--- config.mk ---
export PLATFORM = sky130hd
export DESIGN_NAME = demux_1to8_buf
export DESIGN_NICKNAME = d
export VERILOG_FILES = /design/src/rtl/demux_1to8_buf.sv
export SDC_FILE = /design/constraint.sdc
export NUM_CORES = 1
export LEC_CHECK = 0
export CORE_MARGIN = 5
export CORE_UTILIZATION = 36
export DETAILED_ROUTE_END_ITERATION = 8
export DONT_BUFFER_PORTS = 1
export PLACE_DENSITY = 0.57
export SLEW_MARGIN = 20
export SYNTH_ARGS = -nofsm -noshare
export SYNTH_HDL_FRONTEND = slang
export SYNTH_SLANG_ARGS = --single-unit
--- constraint.sdc ---
create_clock -name clk -period 16.73 [get_ports clk]
set_input_delay 4.1825 -clock clk [delete_from_list [all_inputs] [get_ports clk]]
set_output_delay 4.1825 -clock clk [all_outputs]
set_load 0.01 [all_outputs]
--- src/rtl/demux_1to8_buf.sv ---
// Registered 1-to-8 demux with one-entry valid/ready buffer per lane.
// Optional DEMUX_ZERO_IDLE_EN: drive idle lanes' out_data to zero.
module demux_1to8_buf #(
  parameter int DATA_W = 32,
  parameter int CNT_W  = 16
) (
  input  logic                clk,
  input  logic                rst,
  input  logic                in_valid,
  output logic                in_ready,
  input  logic [DATA_W-1:0]   in_data,
  input  logic [2:0]          in_sel,
  output logic [7:0]          out_valid,
  input  logic [7:0]          out_ready,
  output logic [8*DATA_W-1:0] out_data,
  output logic [CNT_W-1:0]    acc_cnt
);

  logic [7:0]             valid_q, valid_d;
  logic [7:0][DATA_W-1:0] data_q, data_d;
  logic [CNT_W-1:0]       cnt_q, cnt_d;
  logic [7:0]             fire;
  logic                   acc;

  assign fire     = valid_q & out_ready;
  // Only the selected lane's ready reaches in_ready.
  assign in_ready = ~rst & (~valid_q[in_sel] | out_ready[in_sel]);
  assign acc      = in_valid & in_ready;

  always_comb begin
    valid_d = valid_q & ~fire;
    data_d  = data_q;
    cnt_d   = cnt_q;
    if (acc) begin
      valid_d[in_sel] = 1'b1;
      data_d[in_sel]  = in_data;
      cnt_d           = cnt_q + CNT_W'(1);
    end
  end

  always_ff @(posedge clk or posedge rst) begin
    if (rst) begin
      valid_q <= '0;
      data_q  <= '0;
      cnt_q   <= '0;
    end else begin
      valid_q <= valid_d;
      data_q  <= data_d;
      cnt_q   <= cnt_d;
    end
  end

  assign out_valid = valid_q;
  assign acc_cnt   = cnt_q;

`ifdef DEMUX_ZERO_IDLE_EN
  always_comb begin
    out_data = '0;
    for (int i = 0; i < 8; i++) begin
      if (valid_q[i]) out_data[i*DATA_W +: DATA_W] = data_q[i];
    end
  end
`else
  assign out_data = data_q;
`endif

endmodule
Word level (Yosys, flattened, before mapping):

Cells that the tools add are included.

* muxes and demuxes: 10
* $lt $le $gt $ge: 2
* reduce and logical (&&, ||, !) cells: 1
* add/sub/neg operators: 1
* bitwise logic cells: 9

Operators with widths (count)
* bitwise mux 256 bit: 1
* demux 32 bit (select 3 bit): 1
* two-way mux 32 bit: 1
* adder 16 x 1 -> 16 bit, second input constant: 1
* AND 8 bit: 2
* two-way mux 8 bit: 1
* inverter 8 bit: 1
* bitwise OR 8 bit: 1
* binary-select mux 1 bit (select 3 bit): 2
* less-than comparator 3 x 4 -> 1 bit, second input constant: 1
* demux 1 bit (select 3 bit): 1
* greater-or-equal comparator 3 x 1 -> 1 bit, second input constant: 1
* two-way mux 1 bit: 3
* AND 1 bit: 2
* inverter 1 bit: 2
* logical AND 1 bit: 1
* bitwise OR 1 bit: 1

* register bits after elaboration: 280
* word-level logic and storage cells: 33
* output and inout bits: 281
* input port bits: 46

Depth between registers and ports, before layout:

Gate-level depths: netlist of the first run.

* word-level depth: 7
* mapped depth: 9

Worst setup path before layout of the first run:

No wires, ideal clock.

* path kind: input to output
* start point: in rst
* end point: out in_ready
* buffers on the path: 0
* stages: 2
* slack: 1.930 ns
* data required time: 12.547 ns
* arrival time: 10.618 ns
* cell sequence: inv_1 > and2_1

* longest elaborated chain between the ends: 2

RTL lines
* from (decl): line 8 `input logic rst,`
* inverter 1 bit: line 27 `assign in_ready = ~rst & (~valid_q[in_sel] | out_ready[in_sel]);`
* AND 1 bit: line 27
* to (decl): line 10 `output logic in_ready,`

No other way between the ends.

Worst setup path after layout of the first run:

* start point: in in_sel[2]
* end point: out in_ready

* longest elaborated chain between the ends: 5
* elaborated cells on any way between the ends: 7
* those cells by class: mux (4); bitwise (3)

RTL lines
* from (decl): line 12 `input logic [2:0] in_sel,`
* binary-select mux 1 bit (select 3 bit): line 27
* two-way mux 1 bit (implied by the code): line 27
* inverter 1 bit: line 27
* bitwise OR 1 bit (*): line 27
* AND 1 bit (*): line 27

Every way passes the cells marked *; elsewhere a longest branch is shown, timed or not. The select of a mux whose other input is x is not followed.

==> results.py, run 1 <==
metrics = {
    "setup_path": {
        "slowest_stage": "o2bb2ai_1",
        "required_ns": 12.55,
        "cp.arrival_ns": 5.47,
        "crit_path_cell_trace": "mux2_2 > o2bb2ai_1 > o32ai_1 > buf_4 > and2_1",
        "crit_path_start_kind": "input pin",
        "critical_path_class": "input pin to output pin",
        "crit_path_max_incr_delay_ns": 0.36,
        "crit_path_end_kind": "output pin",
        "r2r_start": "out_valid[4]$_DFF_PP0_",
        "timing.rr.end": "out_data[124]$_DFFE_PP0P_",
        "critPathTopFamily": "compound AO/OA/AOI/OAI gates",
        "rr_worst_depth": 6,
        "crit_buf_inv": 1,
        "crit_fanout": 17,
        "rrSetupSlack_ns": 13.15,
    },
    "yosys": {
        "synthesis.instances": 667,
        "synth-compound-area-share_pct": 2.03,
        "synth_xor_area_share_pct": 1.21,
        "synthAdderAreaFrac_pct": 0.115,
        "syn_nets": 714,
        "synth.mux.area_fraction_pct": 28.1,
        "synth.yosys.seq_area_share_pct": 64.7,
        "synth_top_family_by_area": "multiplexers",
        "synth_top_area_cell": "dfrtp_1",
        "syn_area_um2": 10800,
        "yosys_warnings": 0,
        "synth_cell_type_count": 38,
        "synthSimpleGateAreaFrac_pct": 1.85,
        "ys_seq_elements": 280,
        "syn_avg_cell_area_um2": 16.2,
        "synth_area_leaders": "dfrtp_1, mux2_2, mux2_4",
        "synth_top_area_share_pct": 64.7,
    },
    "finish": {
        "ff_latch_area_um2": 7010,
        "fin_area_um2": 12400,
        "nets": 729,
        "num-fill-cells": 2688,
        "drive_gt1_share_pct": 44.3,
        "num_antenna_cells": 0,
        "postLayoutCoreUtil_pct": 41.6,
        "syn_to_final_growth_pct": 14.1,
        "multi_input_area_um2": 3680,
    },
    "floorplan": {
        "die_w_um": 184,
        "core_area_um2": 29700,
        "rows": 63,
        "num_io_pins": 327,
        "initial_core_util_pct": 36.5,
        "chipHeight_um": 184,
        "die_area_um2": 33700,
    },
    "power_and_ir_drop": {
        "p_leak_uw": 0.00541,
        "power_density_nw_per_um2": 166,
        "ir_worst_vdd_mv": 0.0768,
    },
    "cts": {
        "cts_buffers": 30,
        "clk-insertion-delay-late_ns": 0.54,
        "cts_sinks": 280,
        "htree_levels": 1,
        "ctsResizeCount": 0,
        "cts_tree": "built",
        "clkTransAtPathRegs_ns": 0.06,
        "clock_path_buffers": 3,
        "ctsHoldBuffers": 0,
        "root_buffer": "clkbuf_16",
        "cts_setup_buffers": 0,
    },
    "min_path": {
        "holdPathStages": 1,
        "min-delay-start": "acc_cnt[15]$_DFFE_PP0P_",
        "holdPathEnd": "acc_cnt[15]$_DFFE_PP0P_",
        "hold_path_class": "flip-flop to flip-flop",
    },
    "detailed_routing": {
        "wl_um": 29200,
        "num_vias": 5849,
        "firstDrtPassIters": 4,
        "route.detailed.drc": 0,
        "drt_iter0_drc": 211,
        "avgViaCountPerCell": 5.34,
        "wire_per_inst_um": 26.6,
        "ant_nets": 0,
    },
    "job": {
        "maxCapViolCount": 0,
    },
    "global_routing": {
        "track_usage_pct": 16.8,
        "grt_pass1_wl_um": 44000,
        "antenna_found_initial": 0,
        "grt_pass1_vias": 6526,
        "gr-total-overflow": 0,
        "grt_max_degree": 91,
    },
    "run_status": {
        "status": "finished clean",
    },
    "timing": {
        "setup_ws_ns": 7.08,
        "max_freq_ghz": 0.104,
        "setup_viol_count_final": 0,
        "fin_crit_sh_pct": 57.7,
        "worst_pin_slew_ns": 1.02,
        "slew_viol_final": 0,
        "rsz0062_at_grt": "no",
        "hold_viol_final": 0,
        "fin_setup_tns_ns": 0,
        "min_period_ns": 9.65,
        "maxSlewHeadroom_pct": 31.9,
        "finalClockSkew_ns": 0.00884,
    },
    "placement": {
        "dp_slack_ns": 7.20,
        "hpwl_um": 20400,
        "gp_congestion": 0.892,
        "portBuffers": 0,
        "placed_cell_area_um2": 11300,
    },
}
[power breakdown]
| part | switching [µW] | internal, µW |
|---|---|---|
| sequential | 272 | 872 |
| combinational | 79.9 | 152 |
| clock | 262 | 419 |
[logic make-up after synthesis]
| group | count (synthesis) |
|---|---|
| flops | 280 |
| mux | 264 |
| xor+xnor | 15 |
| buf+inv | 41 |
| fa+ha+maj | 1 |
| simple gates | 36 |
| compound gates | 30 |
[stage by stage]
stage	total power, µW	cells	hold WS [ns]
2_1_floorplan	1270	667	0.508
3_3_place_gp	1380	1040	0.545
3_5_place_dp	1400	1040	0.550
4_1_cts	2090	1095	0.563
5_1_grt	2160	1095	0.587
6_report	2060	1095	0.556
[cell usage after synthesis]
library cell	n
o2111ai_1	4
nand3_1	4
nor4_1	1
or4_1	1
o21ai_0	6
nand2_1	5
ha_1	1
inv_1	10
or3_1	1
mux2_4	20
a21boi_0	1
buf_6	5
and4_1	3
a21oi_2	3
o22ai_1	4
nor2_1	6
o21ai_1	3
dfrtp_1	280
o211ai_1	2
o32ai_1	2
nand2b_1	3
nand4_1	3
clkbuf_1	1
and3_1	5
nor3_1	2
xor2_1	1
buf_2	25
o2bb2ai_1	1
mux2_1	20
a211oi_1	1
and2_1	1
mux2_2	220
nor3b_1	1
mux2i_1	4
a211oi_4	1
xnor2_1	14
a21o_1	1
a21oi_1	1
[layout by cell type (no fill, tap or decap), drive strengths merged, types with 4 or more instances in the layout]
cell type | netlist | routed
mux2i | 4 | 4
and3 | 5 | 5
a21oi | 4 | 4
mux2 | 260 | 260
nand3 | 4 | 4
inv | 10 | 11
clkbuf | 1 | 46
o22ai | 4 | 4
clkinv | 0 | 5
nand2 | 5 | 5
dfrtp | 280 | 280
nor2 | 6 | 6
buf | 30 | 14
o21ai | 9 | 9
xnor2 | 14 | 14
o2111ai | 4 | 4
[sequential cells by signal, indices dropped and copies added, names as in the netlist]
signal,count
acc_cnt,16
out_valid,8
out_data,256
[layout make-up]
cell class	count	area share [%]
Sequential cell	280	56.7
Clock inverter	9	1.00
Timing Repair Buffer	14	0.880
Inverter	10	0.364
Clock buffer	46	7.38
Tap cell	390	3.95
Multi-Input combinational cell	346	29.8
[per-layer routing]
metal,wire [µm],global-route usage (%),vias up
li1,-,-,2421
met1,10700,20.0,3091
met2,14500,28.4,274
met3,3120,6.25,63
met4,827,5.15,0
met5,0,0,-
[worst max-delay path by stage]
stage,startpoint,to,slack (ns),cells past startpoint
floorplan,rst,in_ready,1.93,2
global placement,in_sel[2],in_ready,7.22,5
detailed placement,in_sel[2],in_ready,7.20,5
CTS,in_sel[2],in_ready,7.20,5
global route,in_sel[2],in_ready,7.03,5
finish,in_sel[2],in_ready,7.08,5
Power figures use the tool's default switching activity.
==> inputs of run 2 (changes only) <==
--- a/config.mk
+++ b/config.mk
@@ -5,11 +5,12 @@
 export SDC_FILE = /design/constraint.sdc
 export NUM_CORES = 1
 export LEC_CHECK = 0
+export ABC_AREA = 1
 export CORE_MARGIN = 5
 export CORE_UTILIZATION = 36
 export DETAILED_ROUTE_END_ITERATION = 8
 export DONT_BUFFER_PORTS = 1
-export PLACE_DENSITY = 0.57
+export PLACE_DENSITY = 0.59
 export SLEW_MARGIN = 20
 export SYNTH_ARGS = -nofsm -noshare
 export SYNTH_HDL_FRONTEND = slang
==> constraint.sdc (replaced) <==
create_clock -name clk -period 8.7 [get_ports clk]
set_input_delay 2.175 -clock clk [delete_from_list [all_inputs] [get_ports clk]]
set_output_delay 2.175 -clock clk [all_outputs]
set_load 0.01 [all_outputs]
==> run 2 against run 1 <==
Critical path depth up 2. Register-to-register slack got worse by 8.1 ns. Clock-buffer cell count shrank 5. Cell area up 7.9%. Sequential share of layout area fell by 4.2 points. Global-route usage rose by 4.8 points. Critical path type unchanged.
==> results.py, run 2 <==
metrics = {
    "yosys": {
        "ys_seq_elements": 280,
        "synth_edf_count": 0,
        "synth.yosys.seq_area_share_pct": 57.5,
        "syn_nets": 1421,
        "async_flop_share_pct": 100,
        "synth_cell_type_count": 25,
        "synth_top_area_cell": "dfrtp_1",
        "synthTopCellsByCount": "nand2_1, dfrtp_1, nand4_1",
        "synthesis.instances": 1374,
        "synthAdderAreaFrac_pct": 0.103,
        "synth.mux.area_fraction_pct": 0,
        "synth_top_flop_cell": "dfrtp_1",
        "yosys_warnings": 0,
        "synth_area_leaders": "dfrtp_1, nand2_1, nand4_1",
        "synthSimpleGateAreaFrac_pct": 34.2,
        "synth_top_area_share_pct": 57.5,
        "synth-compound-area-share_pct": 0.503,
        "syn_avg_cell_area_um2": 8.87,
        "synth_xor_area_share_pct": 1.01,
        "synth_top_family_by_area": "simple AND/OR/NAND/NOR gates",
        "yosysMostFrequentCell": "nand2_1",
        "syn_area_um2": 12200,
    },
    "finish": {
        "layout_common_cells": "nand2_1, dfrtp_1, nand4_1",
        "drive_gt1_share_pct": 6.79,
        "largest_reg_flops": 256,
        "nets": 1320,
        "multi_input_area_um2": 4430,
        "num_antenna_cells": 0,
        "num-fill-cells": 3296,
        "postLayoutCoreUtil_pct": 39.9,
        "ff_latch_area_um2": 7010,
        "syn_to_final_growth_pct": 9.44,
        "layout_commonest_cell": "nand2_1",
    },
    "detailed_routing": {
        "num_vias": 9921,
        "avgViaCountPerCell": 5.69,
        "wl_met2_um": 19500,
        "top_layer": "met4",
        "route.detailed.drc": 0,
        "drt_iter0_drc": 872,
        "wl_met3_um": 4510,
        "ant_nets": 0,
        "wl_met1_um": 17700,
        "wire_per_inst_um": 24.5,
        "firstDrtPassIters": 5,
        "wl_um": 42700,
    },
    "setup_path": {
        "rrSetupSlack_ns": 5.09,
        "crit_path_cell_trace": "inv_2 > nand2_1 > nand2_1 > nor2_1 > nor2_1 > nand2_2 > a21oi_4",
        "crit_path_start_kind": "input pin",
        "r2r_start": "out_valid[4]$_DFF_PP0_",
        "rr_worst_depth": 11,
        "critical_path_class": "input pin to output pin",
        "crit_buf_inv": 1,
        "crit_fanout": 22,
        "cp.arrival_ns": 3.47,
        "required_ns": 6.53,
        "crit_path_end_kind": "output pin",
        "timing.rr.end": "out_data[213]$_DFFE_PP0P_",
        "crit_path_max_incr_delay_ns": 0.65,
        "slowest_stage": "a21oi_4",
        "critPathTopFamily": "compound AO/OA/AOI/OAI gates",
    },
    "floorplan": {
        "core_area_um2": 33400,
        "rows": 67,
        "die_w_um": 194,
        "die_area_um2": 37700,
        "num_io_pins": 327,
        "initial_core_util_pct": 36.5,
        "chipHeight_um": 194,
    },
    "placement": {
        "hpwl_um": 26000,
        "portBuffers": 0,
        "gp_congestion": 0.883,
    },
    "timing": {
        "worst_pin_slew_ns": 1.10,
        "fin_crit_sh_pct": 64.8,
        "finalClockSkew_ns": 0.00756,
        "hold_viol_final": 0,
        "min_period_ns": 5.64,
        "max_freq_ghz": 0.177,
        "maxSlewHeadroom_pct": 26.6,
        "setup_viol_count_final": 0,
        "slew_viol_final": 0,
        "rsz0062_at_grt": "no",
        "fin_setup_tns_ns": 0,
    },
    "cts": {
        "cts_buffers": 30,
        "htree_levels": 1,
        "root_buffer": "clkbuf_16",
        "clock_path_buffers": 3,
        "cts_tree": "built",
        "ctsResizeCount": 0,
        "clk-insertion-delay-late_ns": 0.56,
        "ctsHoldBuffers": 0,
        "clkTransAtPathRegs_ns": 0.06,
        "cts_sinks": 280,
        "cts_setup_buffers": 0,
    },
    "power_and_ir_drop": {
        "power_density_nw_per_um2": 289,
        "p_total_uw": 3860,
        "p_leak_uw": 0.00680,
        "ir_worst_vdd_mv": 0.156,
    },
    "global_routing": {
        "grt_max_degree": 282,
        "antenna_found_initial": 0,
        "gr-total-overflow": 0,
        "grt_pass1_vias": 9422,
        "track_usage_pct": 21.6,
        "grt_pass1_wl_um": 64600,
    },
    "min_path": {
        "holdPathStages": 2,
        "hold_path_class": "flip-flop to flip-flop",
        "holdPathEnd": "out_data[138]$_DFFE_PP0P_",
        "min-delay-start": "out_data[138]$_DFFE_PP0P_",
    },
    "run_status": {
        "status": "finished clean",
    },
    "job": {
        "maxCapViolCount": 0,
    },
}
==> run 2: changes by cell type in the layout (fill, tap and decap cells not counted), sizes merged, moves of 5 or more <==
cell | previous run | this run
nand2 | 5 | 584
nand4 | 3 | 271
mux2 | 260 | 0
nand3 | 4 | 24
nor2 | 6 | 15
inv | 11 | 19
nor3 | 2 | 8
xnor2 | 14 | 8
and3 | 5 | 0
clkbuf | 46 | 41
xor2 | 1 | 6
==> run 2: layer usage <==
layer,up-vias,global-route usage (%)
met1,4992,30.0
met3,67,7.47
li1,4401,-
met4,0,5.10
met2,461,32.9
met5,-,0
==> run 2: cell families (layout without fill, tap and decap cells) <==
group,after synthesis,after routing
buffers and inverters,166,88
xor gates and xnor gates,14,14
adders and majority gates,1,1
AOI/OAI and AO/OA,10,10
and+or+nand+nor,903,903
DFF,280,280
==> run 2: through the flow <==
step,instances,instance area [µm²],setup slack [ns],hold slack [ns]
4_1_cts,1744,13300,3.07,0.555
2_1_floorplan,1374,12200,1.99,0.516
5_1_grt,1744,13300,2.93,0.570
3_5_place_dp,1689,12200,3.08,0.537
6_report,1744,13300,3.06,0.552
3_3_place_gp,1689,12200,3.11,0.535
==> run 2: power breakdown <==
part           total, µW  switching, µW  internal [µW]
Sequential          2010            426           1590
Clock               1470            545            921
Combinational        379            237            142
==> run 2: tightest hold or removal path, stage by stage (launching register included) <==
cell and delay (ns):
dfrtp_1 0.39, nand2_1 0.07, nand2_1 0.06
==> run 2: worst max-delay path by stage <==
| stage | endpoint | cells after the start | slack (ns) | from |
|---|---|---|---|---|
| global route | in_ready | 9 | 2.93 | in_sel[0] |
| floorplan | out_valid[0]$_DFF_PP0_ | 4 | 1.99 | rst |
| global placement | in_ready | 9 | 3.11 | in_sel[0] |
| finish | in_ready | 7 | 3.06 | in_sel[0] |
| detailed placement | in_ready | 7 | 3.08 | in_sel[0] |
| CTS | in_ready | 7 | 3.07 | in_sel[0] |
==> run 2: cell type report <==
cell class / count / share of cell area (%)
sequential: 280 / 52.5
multi-input combinational: 928 / 33.2
clock buffer: 41 / 6.69
clock inverter: 14 / 1.88
timing repair buffer: 13 / 0.853
inverter: 20 / 0.656
tap: 448 / 4.20
==> inputs of run 3 (changes only) <==
==> constraint.sdc (replaced) <==
create_clock -name clk -period 5 [get_ports clk]
set_input_delay 1.25 -clock clk [delete_from_list [all_inputs] [get_ports clk]]
set_output_delay 1.25 -clock clk [all_outputs]
set_load 0.01 [all_outputs]
==> run 3 against run 2 <==
Power is 71% higher. Wire length is 1.1% lower. Final cell count fell by 0.17%. Largest cell class unchanged. Non-clock buffer count decreased by 2. Critical path depth is the same. Sequential share of layout area rose by 0.16 points. Sequential power is 75% higher. Cell area shrank 0.30%.
==> results.py, run 3 (synthesis results as in run 2) <==
metrics = {
    "timing": {
        "rsz0062_at_grt": "no",
        "min_period_ns": 3.51,
        "maxSlewHeadroom_pct": 28.3,
        "setup_ws_ns": 1.49,
        "slew_viol_final": 0,
        "fin_crit_sh_pct": 70.3,
        "finalClockSkew_ns": 0.0186,
        "fin_setup_tns_ns": 0,
        "worst_pin_slew_ns": 1.07,
        "hold_viol_final": 0,
        "max_freq_ghz": 0.285,
        "setup_viol_count_final": 0,
    },
    "cts": {
        "cts_buffers": 31,
        "clock_path_buffers": 3,
        "htree_levels": 1,
        "cts_tree": "built",
        "root_buffer": "clkbuf_16",
        "ctsHoldBuffers": 0,
        "ctsResizeCount": 0,
        "cts_setup_buffers": 0,
        "clkTransAtPathRegs_ns": 0.05,
        "cts_sinks": 280,
        "clk-insertion-delay-late_ns": 0.55,
    },
    "global_routing": {
        "grt_max_degree": 282,
        "antenna_found_initial": 0,
        "grt_pass1_vias": 9524,
        "gr-total-overflow": 0,
        "track_usage_pct": 21.5,
        "grt_pass1_wl_um": 64500,
    },
    "floorplan": {
        "rows": 67,
        "num_io_pins": 327,
        "core_area_um2": 33400,
        "die_w_um": 194,
        "initial_core_util_pct": 36.5,
        "chipHeight_um": 194,
        "die_area_um2": 37700,
    },
    "placement": {
        "portBuffers": 0,
        "hpwl_um": 25500,
        "gp_congestion": 0.920,
        "dp_slack_ns": 1.48,
    },
    "min_path": {
        "hold_path_class": "flip-flop to flip-flop",
    },
    "detailed_routing": {
        "firstDrtPassIters": 5,
        "ant_nets": 0,
        "avgViaCountPerCell": 5.69,
        "num_vias": 9902,
        "wire_per_inst_um": 24.3,
        "route.detailed.drc": 0,
        "drt_iter0_drc": 880,
        "wl_um": 42300,
    },
    "power_and_ir_drop": {
        "power_density_nw_per_um2": 497,
        "ir_worst_vdd_mv": 0.243,
        "p_total_uw": 6620,
        "p_leak_uw": 0.00676,
    },
    "finish": {
        "syn_to_final_growth_pct": 9.11,
        "ff_latch_area_um2": 7010,
        "largest_reg_flops": 256,
        "num-fill-cells": 3304,
        "num_antenna_cells": 0,
        "layout_common_cells": "nand2_1, dfrtp_1, nand4_1",
        "nets": 1319,
        "drive_gt1_share_pct": 6.42,
        "multi_input_area_um2": 4440,
        "layout_commonest_cell": "nand2_1",
    },
    "job": {
        "maxCapViolCount": 0,
    },
    "setup_path": {
        "crit_path_start_kind": "input pin",
        "required_ns": 3.75,
        "crit_path_end_kind": "output pin",
        "cp.arrival_ns": 2.26,
        "crit_fanout": 13,
        "critical_path_class": "input pin to output pin",
    },
    "run_status": {
        "status": "finished clean",
    },
}
==> run 3: cell count changes in the layout (fill, tap and decap cells not counted), sizes merged <==
cell    change
buf         -2
bufinv      -1
clkbuf      -1
inv         +1
==> run 3: per-layer routing <==
metal	global-route usage [%]	part of all wire, %	vias to the layer above
met1	29.5	41	4963
li1	-	-	4409
met3	8.01	11	70
met2	32.4	45	460
met5	0	0	-
met4	5.31	2.7	0
==> run 3: worst paths after layout <==
kind / start / slack (ns) / endpoint / cells past startpoint
max in group asynchronous: rst / 3.07 / out_data[248]$_DFFE_PP0P_ / 2
min in group asynchronous: rst / 0.68 / out_data[1]$_DFFE_PP0P_ / 1
max reg2reg: out_valid[4]$_DFF_PP0_ / 2.42 / acc_cnt[3]$_DFFE_PP0P_ / 11
min reg2reg: out_data[39]$_DFFE_PP0P_ / 0.55 / out_data[39]$_DFFE_PP0P_ / 2
min: out_data[39]$_DFFE_PP0P_ / 0.55 / out_data[39]$_DFFE_PP0P_ / 2
max: in_sel[0] / 1.49 / in_ready / 7
==> run 3: stage by stage <==
step | util, % | cells | cell area, µm² | hold slack (ns)
after floorplan | - | 1374 | 12200 | 0.516
after global placement | 36.4 | 1687 | 12200 | 0.537
after detailed placement | 36.4 | 1687 | 12200 | 0.538
after CTS | 39.6 | 1741 | 13300 | 0.555
after global routing | 39.8 | 1741 | 13300 | 0.576
final | 39.8 | 1741 | 13300 | 0.551
==> run 3: worst max-delay path: stages <==
cell and delay (ns):
inv_2 0.18, nand2_1 0.09, nand2_1 0.08, nor2_1 0.04, nor2_1 0.12, nand2_2 0.11
a21oi_4 0.38
==> run 3: where the power goes <==
part / leakage [µW] / switching [µW] / internal, µW
Sequential: 0.00359 / 743 / 2760
Clock: 0.000532 / 941 / 1510
Combinational: 0.00264 / 409 / 249
==> run 3: final cells by class <==
cell class              instances  area share (%)
repair buffers                 11           0.903
well taps                     448            4.21
inverters                      20           0.658
multi-input cells             928            33.4
clock inverters                14            1.72
flip-flops and latches        280            52.7
clock buffers                  40            6.46
